<file path="src/rtl/lc3b_fetch_if.sv">
// lc3b_fetch_if: instruction-memory handshake and IR-side signals of the fetch stage
interface lc3b_fetch_if;
  logic        stall;
  logic        redirect;
  logic [15:0] redirect_pc;
  logic        imem_read;
  logic [15:0] imem_address;
  logic        imem_resp;
  logic [15:0] imem_rdata;
  logic        if_valid;
  logic [15:0] if_instr;
  logic [15:0] if_pc;
  logic [15:0] if_pc_plus2;
  logic        ir_load;
  modport master (
    input  stall, redirect, redirect_pc, imem_resp, imem_rdata,
    output imem_read, imem_address, if_valid, if_instr, if_pc, if_pc_plus2, ir_load
  );
  modport slave (
    output stall, redirect, redirect_pc, imem_resp, imem_rdata,
    input  imem_read, imem_address, if_valid, if_instr, if_pc, if_pc_plus2, ir_load
  );
endinterface

</file>
<file path="src/rtl/lc3b_fetch.sv">
// lc3b_fetch: LC-3b fetch stage owning the fetch PC, imem read handshake and IR hand-off
module lc3b_fetch #(
  parameter logic [15:0] RESET_PC = 16'h0000
) (
  input logic        clk,
  input logic        reset_n,
  lc3b_fetch_if.master bus
);
  typedef enum logic [1:0] {IDLE, FETCH, HOLD, DRAIN} state_t;
  state_t      state, state_n;
  logic [15:0] pc, pc_n, req_addr, req_n, instr_buf, buf_n, if_pc, if_pc_n, rpc;
  assign rpc = bus.redirect_pc & 16'hFFFE;
  always_ff @(posedge clk or negedge reset_n)
    if (!reset_n) begin
      state     <= IDLE;
      pc        <= RESET_PC;
      req_addr  <= RESET_PC;
      instr_buf <= 16'h0000;
      if_pc     <= 16'h0000;
    end else begin
      state     <= state_n;
      pc        <= pc_n;
      req_addr  <= req_n;
      instr_buf <= buf_n;
      if_pc     <= if_pc_n;
    end
  always_comb begin
    state_n = state;
    pc_n    = pc;
    req_n   = req_addr;
    buf_n   = instr_buf;
    if_pc_n = if_pc;
    case (state)
      IDLE: begin
        pc_n    = bus.redirect ? rpc : pc;
        req_n   = pc_n;
        state_n = FETCH;
      end
      FETCH:
        if (bus.redirect) begin
          pc_n    = rpc;
          req_n   = bus.imem_resp ? rpc : req_addr;
          state_n = bus.imem_resp ? FETCH : DRAIN;
        end else if (bus.imem_resp) begin
          buf_n   = bus.imem_rdata;
          if_pc_n = req_addr;
          pc_n    = req_addr + 16'd2;
          state_n = HOLD;
        end
      DRAIN: begin
        pc_n = bus.redirect ? rpc : pc;
        if (bus.imem_resp) begin
          req_n   = pc_n;
          state_n = FETCH;
        end
      end
      HOLD:
        if (bus.redirect) begin
          pc_n    = rpc;
          req_n   = rpc;
          state_n = FETCH;
        end else if (!bus.stall) begin
          req_n   = pc;
          state_n = FETCH;
        end
      default: state_n = IDLE;
    endcase
  end
  assign bus.imem_read    = (state == FETCH) || (state == DRAIN);
  assign bus.imem_address = req_addr;
  assign bus.if_valid     = state == HOLD;
  assign bus.if_instr     = instr_buf;
  assign bus.if_pc        = if_pc;
  assign bus.if_pc_plus2  = if_pc + 16'd2;
  assign bus.ir_load      = bus.if_valid & ~bus.stall & ~bus.redirect;
endmodule

</file>
<file path="src/flat_wrapper.sv">
// flat-port wrapper written by rule: the top's interface ports become plain ports
module lc3b_fetch_flat 
#(
  parameter logic [15:0] RESET_PC = 16'h0000
)
  (clk, reset_n, bus_stall, bus_redirect, bus_redirect_pc, bus_imem_resp, bus_imem_rdata, bus_imem_read, bus_imem_address, bus_if_valid, bus_if_instr, bus_if_pc, bus_if_pc_plus2, bus_ir_load);
  lc3b_fetch_if bus_i ();
  input logic clk;
  input logic reset_n;
  input wire logic [$bits(bus_i.stall)-1:0] bus_stall;
  input wire logic [$bits(bus_i.redirect)-1:0] bus_redirect;
  input wire logic [$bits(bus_i.redirect_pc)-1:0] bus_redirect_pc;
  input wire logic [$bits(bus_i.imem_resp)-1:0] bus_imem_resp;
  input wire logic [$bits(bus_i.imem_rdata)-1:0] bus_imem_rdata;
  output wire logic [$bits(bus_i.imem_read)-1:0] bus_imem_read;
  output wire logic [$bits(bus_i.imem_address)-1:0] bus_imem_address;
  output wire logic [$bits(bus_i.if_valid)-1:0] bus_if_valid;
  output wire logic [$bits(bus_i.if_instr)-1:0] bus_if_instr;
  output wire logic [$bits(bus_i.if_pc)-1:0] bus_if_pc;
  output wire logic [$bits(bus_i.if_pc_plus2)-1:0] bus_if_pc_plus2;
  output wire logic [$bits(bus_i.ir_load)-1:0] bus_ir_load;
  assign bus_i.stall = bus_stall;
  assign bus_i.redirect = bus_redirect;
  assign bus_i.redirect_pc = bus_redirect_pc;
  assign bus_i.imem_resp = bus_imem_resp;
  assign bus_i.imem_rdata = bus_imem_rdata;
  assign bus_imem_read = bus_i.imem_read;
  assign bus_imem_address = bus_i.imem_address;
  assign bus_if_valid = bus_i.if_valid;
  assign bus_if_instr = bus_i.if_instr;
  assign bus_if_pc = bus_i.if_pc;
  assign bus_if_pc_plus2 = bus_i.if_pc_plus2;
  assign bus_ir_load = bus_i.ir_load;
  lc3b_fetch #(.RESET_PC(RESET_PC)) u_core (.clk(clk), .reset_n(reset_n), .bus(bus_i));
endmodule
</file>
<file path="config.mk">
export PLATFORM = sky130hd
export DESIGN_NAME = lc3b_fetch_flat
export DESIGN_NICKNAME = d
export VERILOG_FILES = /design/src/rtl/lc3b_fetch_if.sv /design/src/rtl/lc3b_fetch.sv /design/src/flat_wrapper.sv
export SDC_FILE = /design/constraint.sdc
export NUM_CORES = 1
export LEC_CHECK = 0
export ABC_AREA = 1
export CORE_ASPECT_RATIO = 1.5
export CORE_MARGIN = 2
export CORE_UTILIZATION = 48
export DETAILED_ROUTE_END_ITERATION = 10
export HOLD_SLACK_MARGIN = 0.03
export PLACE_DENSITY = 0.92
export SLEW_MARGIN = 10
export SYNTH_ARGS = -nofsm -noshare
export SYNTH_HDL_FRONTEND = slang
export SYNTH_SLANG_ARGS = --single-unit
</file>
<file path="constraint.sdc">
create_clock -name clk -period 1.8 [get_ports clk]
set_input_delay 0.18 -clock clk [delete_from_list [all_inputs] [get_ports clk]]
set_output_delay 0.18 -clock clk [all_outputs]
set_load 0.1 [all_outputs]
</file>
==> impl_metrics.toml, run 1 <==
[run_status]
run_status = "complete, but fails checks"
failed_checks = "setup timing"

[critical_path]
worst_path_max_delay_cell = "dfrtp_4"
cpPeakStageDelay_ns = 0.44
regToRegEndpoint = "u_core.bus.if_pc[9]"
cp.arrival_ns = 1.99
endpoint = "bus_if_pc_plus2[15]"
worstSetupEndpointType = "primary output"
cp-start-kind = "flip-flop"
path_cells = "ha_4, nand2_4, nor2_4, nand3_4, nor2_4, nand4_1, xor2_4, buf_12"
crit_path_max_fanout = 3
r2r-start = "u_core.state[1]"
critPathLaunch = "u_core.bus.if_pc[2]"
rr_worst_depth = 8
reg2reg_slack_ns = 0.11
crit_type = "reg2out"
crit_path_frequent_cell = "nor2_4"
required_ns = 1.62

[synth]
post-synth-top-count-cell = "nand2_1"
ys_warn_count = 0
synth_largest_area_cell = "dfrtp_1"
synth_top_flop_cell = "dfrtp_1"
yosysSeqAreaShare_pct = 46.5
ys_ff_latch = 66
yosys.area.top_type_share_pct = 46.5
syn_inst = 444
synth-edff-count = 0
async_flop_share_pct = 100
synth.top_cells.by_count = "nand2_1 (158), dfrtp_1 (66), inv_1 (33)"
syn_area_per_cell_sq_um = 8.00
yosysUniqueCellTypes = 35
syn_area_sq_um = 3550
synthTopCellsByArea = "dfrtp_1 (47%), nand2_1 (17%), xor2_1 (3.7%)"
syn-num-nets = 483

[detailed_routing]
ant_nets = 0
via_per_inst = 5.28
wl_mm = 10.7
drtIter0Drc = 294
routedWlPerCell_um = 15.8
firstDrtPassIters = 5
drc_errors = 0
vias = 3584

[sta]
period_minus_slack_ns = 2.17
setup-violations-final = 10
rsz0062_at_grt = "true"
maxSlewViolCount = 0
final-hold-violation-count = 0
clock-skew-final_ns = 0.0123
setup_ws_ns = -0.372
slew_headroom_pct = 60.8
fin_crit_sh_pct = 121
finalSetupTns_ns = -2.30
fmax_ghz = 0.460
worstMarginPinSlew_ns = 0.588

[grt]
groute.layer.met2.usage_pct = 47.5
antenna_found_initial = 0
grt_max_degree = 47
grt_pass1_vias = 3629
grtUsageTotal_pct = 27.1
grt_pass1_wl_mm = 16.7
grt-busiest-layer = "met2"
grt_overflow = 0
gr-usage-met1_pct = 31.2
gr-usage-met3_pct = 4.12

[clocking]
worst_skew_pair.late_latency_ns = 0.35
root_buffer = "clkbuf_8"
clk_pin_slew_ns = 0.08
numCtsBuffers = 9
cts.htree.levels = 3
clockBufferDepth = 2
cts.sinks = 66
cts_tree = "yes"

[layout]
layout-drive-gt1-share_pct = 33.7
num_antenna_cells = 0
area_growth_pct = 57.8
layoutNonFillerInstCount = 679
n_fill_cell = 468
fin_util_pct = 77.5
fin_nets = 613

[floorplan]
chipWidth_um = 74.2
start_util_pct = 49.1
die-area_sq_um = 8120
pin_count = 104
coreArea_sq_um = 7230
rows = 38
die_y_um = 109

[placed_design]
dp.cells = 658
routabilityCongestion = 0.885
post-dp-hpwl_mm = 8.04
portBuffers = 102

[run]
maxCapViolCount = 0

[worst_hold_path]
hp-class = "in2async"
cells by family after synthesis:
group | Yosys count | share of synthesized area [%]
multiplexers | 2 | 0.564
buffers and inverters | 56 | 7.86
XOR/XNOR | 18 | 4.44
flip-flops | 66 | 46.5
adder cells (fa/ha/maj) | 2 | 0.705
AO/OA/AOI/OAI | 82 | 14.2
AND/OR/NAND/NOR | 218 | 25.8
metrics by stage:
stage,hold WS [ns],cell area [sq um],setup slack [ns]
after floorplan,-0.116,3910,-0.594
after global placement,0.170,5360,-0.0663
after detailed placement,0.174,5360,-0.118
after CTS,0.345,5570,-0.378
after global routing,0.374,5600,-0.463
final,0.345,5600,-0.372
registers in the layout, summed over array words and instances, names as in the netlist:
name / count
u_core.bus.if_instr: 16
u_core.bus.imem_address: 16
u_core.pc: 16
u_core.state: 2
u_core.bus.if_pc: 16
routing by layer:
| metal | wire [um] | share of wire [%] |
|---|---|---|
| met1 | 3850 | 36 |
| met3 | 574 | 5.3 |
| met4 | 363 | 3.4 |
| met2 | 5950 | 55 |
| met5 | 0 | 0 |
worst max-delay path: cells and delay by family, from the launching register on:
family	cells	cell delay, ns
and+or+nand+nor	5	0.62
xor gates and xnor gates	1	0.23
adders and majority gates	1	0.16
DFF	1	0.44
buffers and inverters	1	0.19
how the worst min path moves through the flow:
stage | from | endpoint | slack, ns
after floorplan | reset_n | u_core.bus.if_instr[0] | -0.12
after global placement | reset_n | u_core.pc[10] | 0.17
after detailed placement | reset_n | u_core.pc[10] | 0.17
after CTS | reset_n | u_core.bus.imem_address[15] | 0.34
after global routing | reset_n | u_core.bus.imem_address[15] | 0.37
final | reset_n | u_core.bus.if_pc[7] | 0.34
cells in the final DEF (no fill, tap or decap), types with 3 or more instances in the layout:
cell | netlist | routed
dfrtp_4 | 0 | 5
clkinv_2 | 0 | 3
dfrtp_1 | 66 | 39
nand4_1 | 3 | 3
buf_4 | 5 | 69
inv_1 | 33 | 33
o21ai_2 | 8 | 8
dfrtp_2 | 0 | 22
clkdlybuf4s50_1 | 0 | 34
a31oi_1 | 3 | 3
nor2_1 | 30 | 23
nor2_4 | 1 | 7
buf_12 | 0 | 31
o21ai_1 | 18 | 18
a21oi_1 | 21 | 21
clkbuf_8 | 0 | 10
inv_2 | 3 | 3
nand3_1 | 16 | 12
xor2_1 | 15 | 4
nand2_1 | 158 | 156
xor2_4 | 0 | 7
nand2_4 | 2 | 3
o21ai_0 | 21 | 21
xor2_2 | 0 | 4
nor3_1 | 4 | 3
layout make-up:
cell class	count	area (sq um)	share of cell area (%)
Inverter	38	148	2.63
Multi-Input combinational cell	322	1960	34.9
Sequential cell	66	1700	30.3
Timing Repair Buffer	137	1510	26.9
Clock buffer	11	141	2.52
Clock inverter	5	30.0	0.536
Tap cell	100	125	2.23
repair_timing:
action                                  CTS  global route
endpoints found under the setup margin   10            13
buffers inserted                          2             3
hold endpoints to repair                 20             0
pin swaps                                 4             1
hold buffers                              1             0
gates resized for setup                   1             4
Power of run 1 is not shown: default switching activity piles up to over one toggle a cycle in this logic, so the estimate is an artifact.
==> inputs of run 2 (changes only) <==
--- a/config.mk
+++ b/config.mk
@@ -9,6 +9,7 @@
 export CORE_ASPECT_RATIO = 1.5
 export CORE_MARGIN = 2
 export CORE_UTILIZATION = 48
+export CTS_CLUSTER_SIZE = 16
 export DETAILED_ROUTE_END_ITERATION = 10
 export HOLD_SLACK_MARGIN = 0.03
 export PLACE_DENSITY = 0.92
==> results of run 2 <==
Same layout as run 1: the final DEF is identical, and so are final timing and power.
Power of run 2 is left out for the same reason.
==> inputs of run 3 (changes only) <==
--- a/config.mk
+++ b/config.mk
@@ -8,11 +8,12 @@
 export ABC_AREA = 1
 export CORE_ASPECT_RATIO = 1.5
 export CORE_MARGIN = 2
-export CORE_UTILIZATION = 48
+export CORE_UTILIZATION = 49
+export CTS_BUF_LIST = sky130_fd_sc_hd__clkbuf_8
 export CTS_CLUSTER_SIZE = 16
 export DETAILED_ROUTE_END_ITERATION = 10
 export HOLD_SLACK_MARGIN = 0.03
-export PLACE_DENSITY = 0.92
+export PLACE_DENSITY = 0.93
 export SLEW_MARGIN = 10
 export SYNTH_ARGS = -nofsm -noshare
 export SYNTH_HDL_FRONTEND = slang
==> run 3 against run 2 <==
Compared with the run above:
- cell count shrank 3.2%
- worst hold slack gained 0.013 ns
- fmax grew 2.1%
- the run still ends with setup timing left
- clock-buffer cell count grew 1
- largest cell class unchanged
- non-clock buffer count shrank 2
- critical path type unchanged
==> impl_metrics.toml, run 3 (synthesis gave the netlist of run 1 again) <==
[clocking]
worst_skew_pair.late_latency_ns = 0.36
numCtsBuffers = 9
clockBufferDepth = 2
clk_pin_slew_ns = 0.07
cts.sinks = 66
root_buffer = "clkbuf_8"
cts_tree = "yes"
cts.htree.levels = 3

[run_status]
failed_checks = "setup timing"
run_status = "complete, but fails checks"

[detailed_routing]
firstDrtPassIters = 5
drc_errors = 0
via_per_inst = 5.47
vias = 3595
ant_nets = 0
drtIter0Drc = 208
wl_mm = 10.3
routedWlPerCell_um = 15.6

[critical_path]
worst_path_max_delay_cell = "dfrtp_4"
crit_path_max_fanout = 3
required_ns = 1.62
crit_type = "reg2out"
critPathLaunch = "u_core.bus.if_pc[1]"
cp-start-kind = "flip-flop"
rr_worst_depth = 9
cp.arrival_ns = 1.95
cpPeakStageDelay_ns = 0.44
r2r-start = "u_core.bus.imem_address[3]"
worstSetupEndpointType = "primary output"
crit_path_frequent_cell = "nor2_4"
path_cells = "ha_4, nand2_4, nor2_4, nand3_4, nor2_4, nand3_4, nor2_4, xor2_4, buf_12"
reg2reg_slack_ns = 0.13
regToRegEndpoint = "u_core.pc[10]"

[layout]
multi_input_area_sq_um = 1960
num_antenna_cells = 0
fin_util_pct = 78.8
regArea_sq_um = 1700
final_common_cell = "nand2_1"
n_fill_cell = 412
final_cell_mix = "nand2_1 (156), buf_4 (68), dfrtp_1 (39)"
fin_nets = 611
area_growth_pct = 58.3
layout-drive-gt1-share_pct = 33.8

[floorplan]
die_y_um = 108
die-area_sq_um = 7960
chipWidth_um = 73.5
rows = 38
start_util_pct = 49.8
pin_count = 104
coreArea_sq_um = 7130

[sta]
clock-skew-final_ns = 0.00790
fmax_ghz = 0.470
maxSlewViolCount = 0
slew_headroom_pct = 70.4
setup_ws_ns = -0.328
period_minus_slack_ns = 2.13
fin_crit_sh_pct = 118
final-hold-violation-count = 0
worstMarginPinSlew_ns = 0.444
rsz0062_at_grt = "true"
finalSetupTns_ns = -2.23
setup-violations-final = 10

[placed_design]
routabilityCongestion = 0.912
portBuffers = 102
post-dp-hpwl_mm = 7.53

[grt]
grt_max_degree = 67
grt_overflow = 0
grtUsageTotal_pct = 27.1
grt_pass1_vias = 3486
grt_pass1_wl_mm = 16.4
antenna_found_initial = 0

[worst_hold_path]
hp-class = "in2async"

[run]
maxCapViolCount = 0
[run 3: how the worst max path moves through the flow]
| stage | endpoint | slack (ns) | cells past startpoint |
|---|---|---|---|
| floorplan | bus_if_pc_plus2[13] | -0.59 | 8 |
| global placement | bus_if_pc_plus2[13] | -0.03 | 9 |
| detailed placement | u_core.state[0] | -0.09 | 9 |
| CTS | bus_if_pc_plus2[13] | -0.34 | 9 |
| global route | bus_if_pc_plus2[13] | -0.44 | 9 |
| finish | bus_if_pc_plus2[13] | -0.33 | 9 |
[run 3: cell type report]
cell class              count  area share [%]
clock inverters             4            1.29
multi-input cells         322            34.8
clock buffers              12            2.94
well taps                  80            1.78
flip-flops and latches     66            30.2
repair buffers            135            26.3
inverters                  38            2.72
[run 3: what timing repair did]
item                                    in CTS  in global routing
pin swaps                                    7                  0
endpoints found under the hold margin       66                  0
endpoints found under the setup margin      10                 13
resized for setup                            1                  8
buffers inserted                             2                  3
hold buffers                                 1                  0
[run 3: stage by stage]
stage	hold slack (ns)	std cells	worst slack, ns	cell area [sq um]
final	0.357	657	-0.328	5620
after global routing	0.360	657	-0.435	5620
after CTS	0.347	656	-0.339	5590
after detailed placement	0.228	637	-0.0931	5320
after global placement	0.218	637	-0.0322	5320
after floorplan	-0.116	444	-0.594	3910
[run 3: routing by layer]
layer | GRT usage [%] | vias to the layer above | part of all wire [%]
met2 | 44.8 | 178 | 54
li1 | - | 1680 | -
met1 | 32.2 | 1710 | 36
met4 | 14.2 | 0 | 3.5
met5 | 0 | - | 0
met3 | 6.43 | 27 | 6.4
[run 3: critical path: cells and delay by family (launching register included)]
kind | cells | cell delay, ns
fa+ha+maj | 1 | 0.16
simple gates | 6 | 0.63
buf+inv | 1 | 0.19
flops | 1 | 0.44
xor+xnor | 1 | 0.18
Power of run 3 is left out for the same reason.
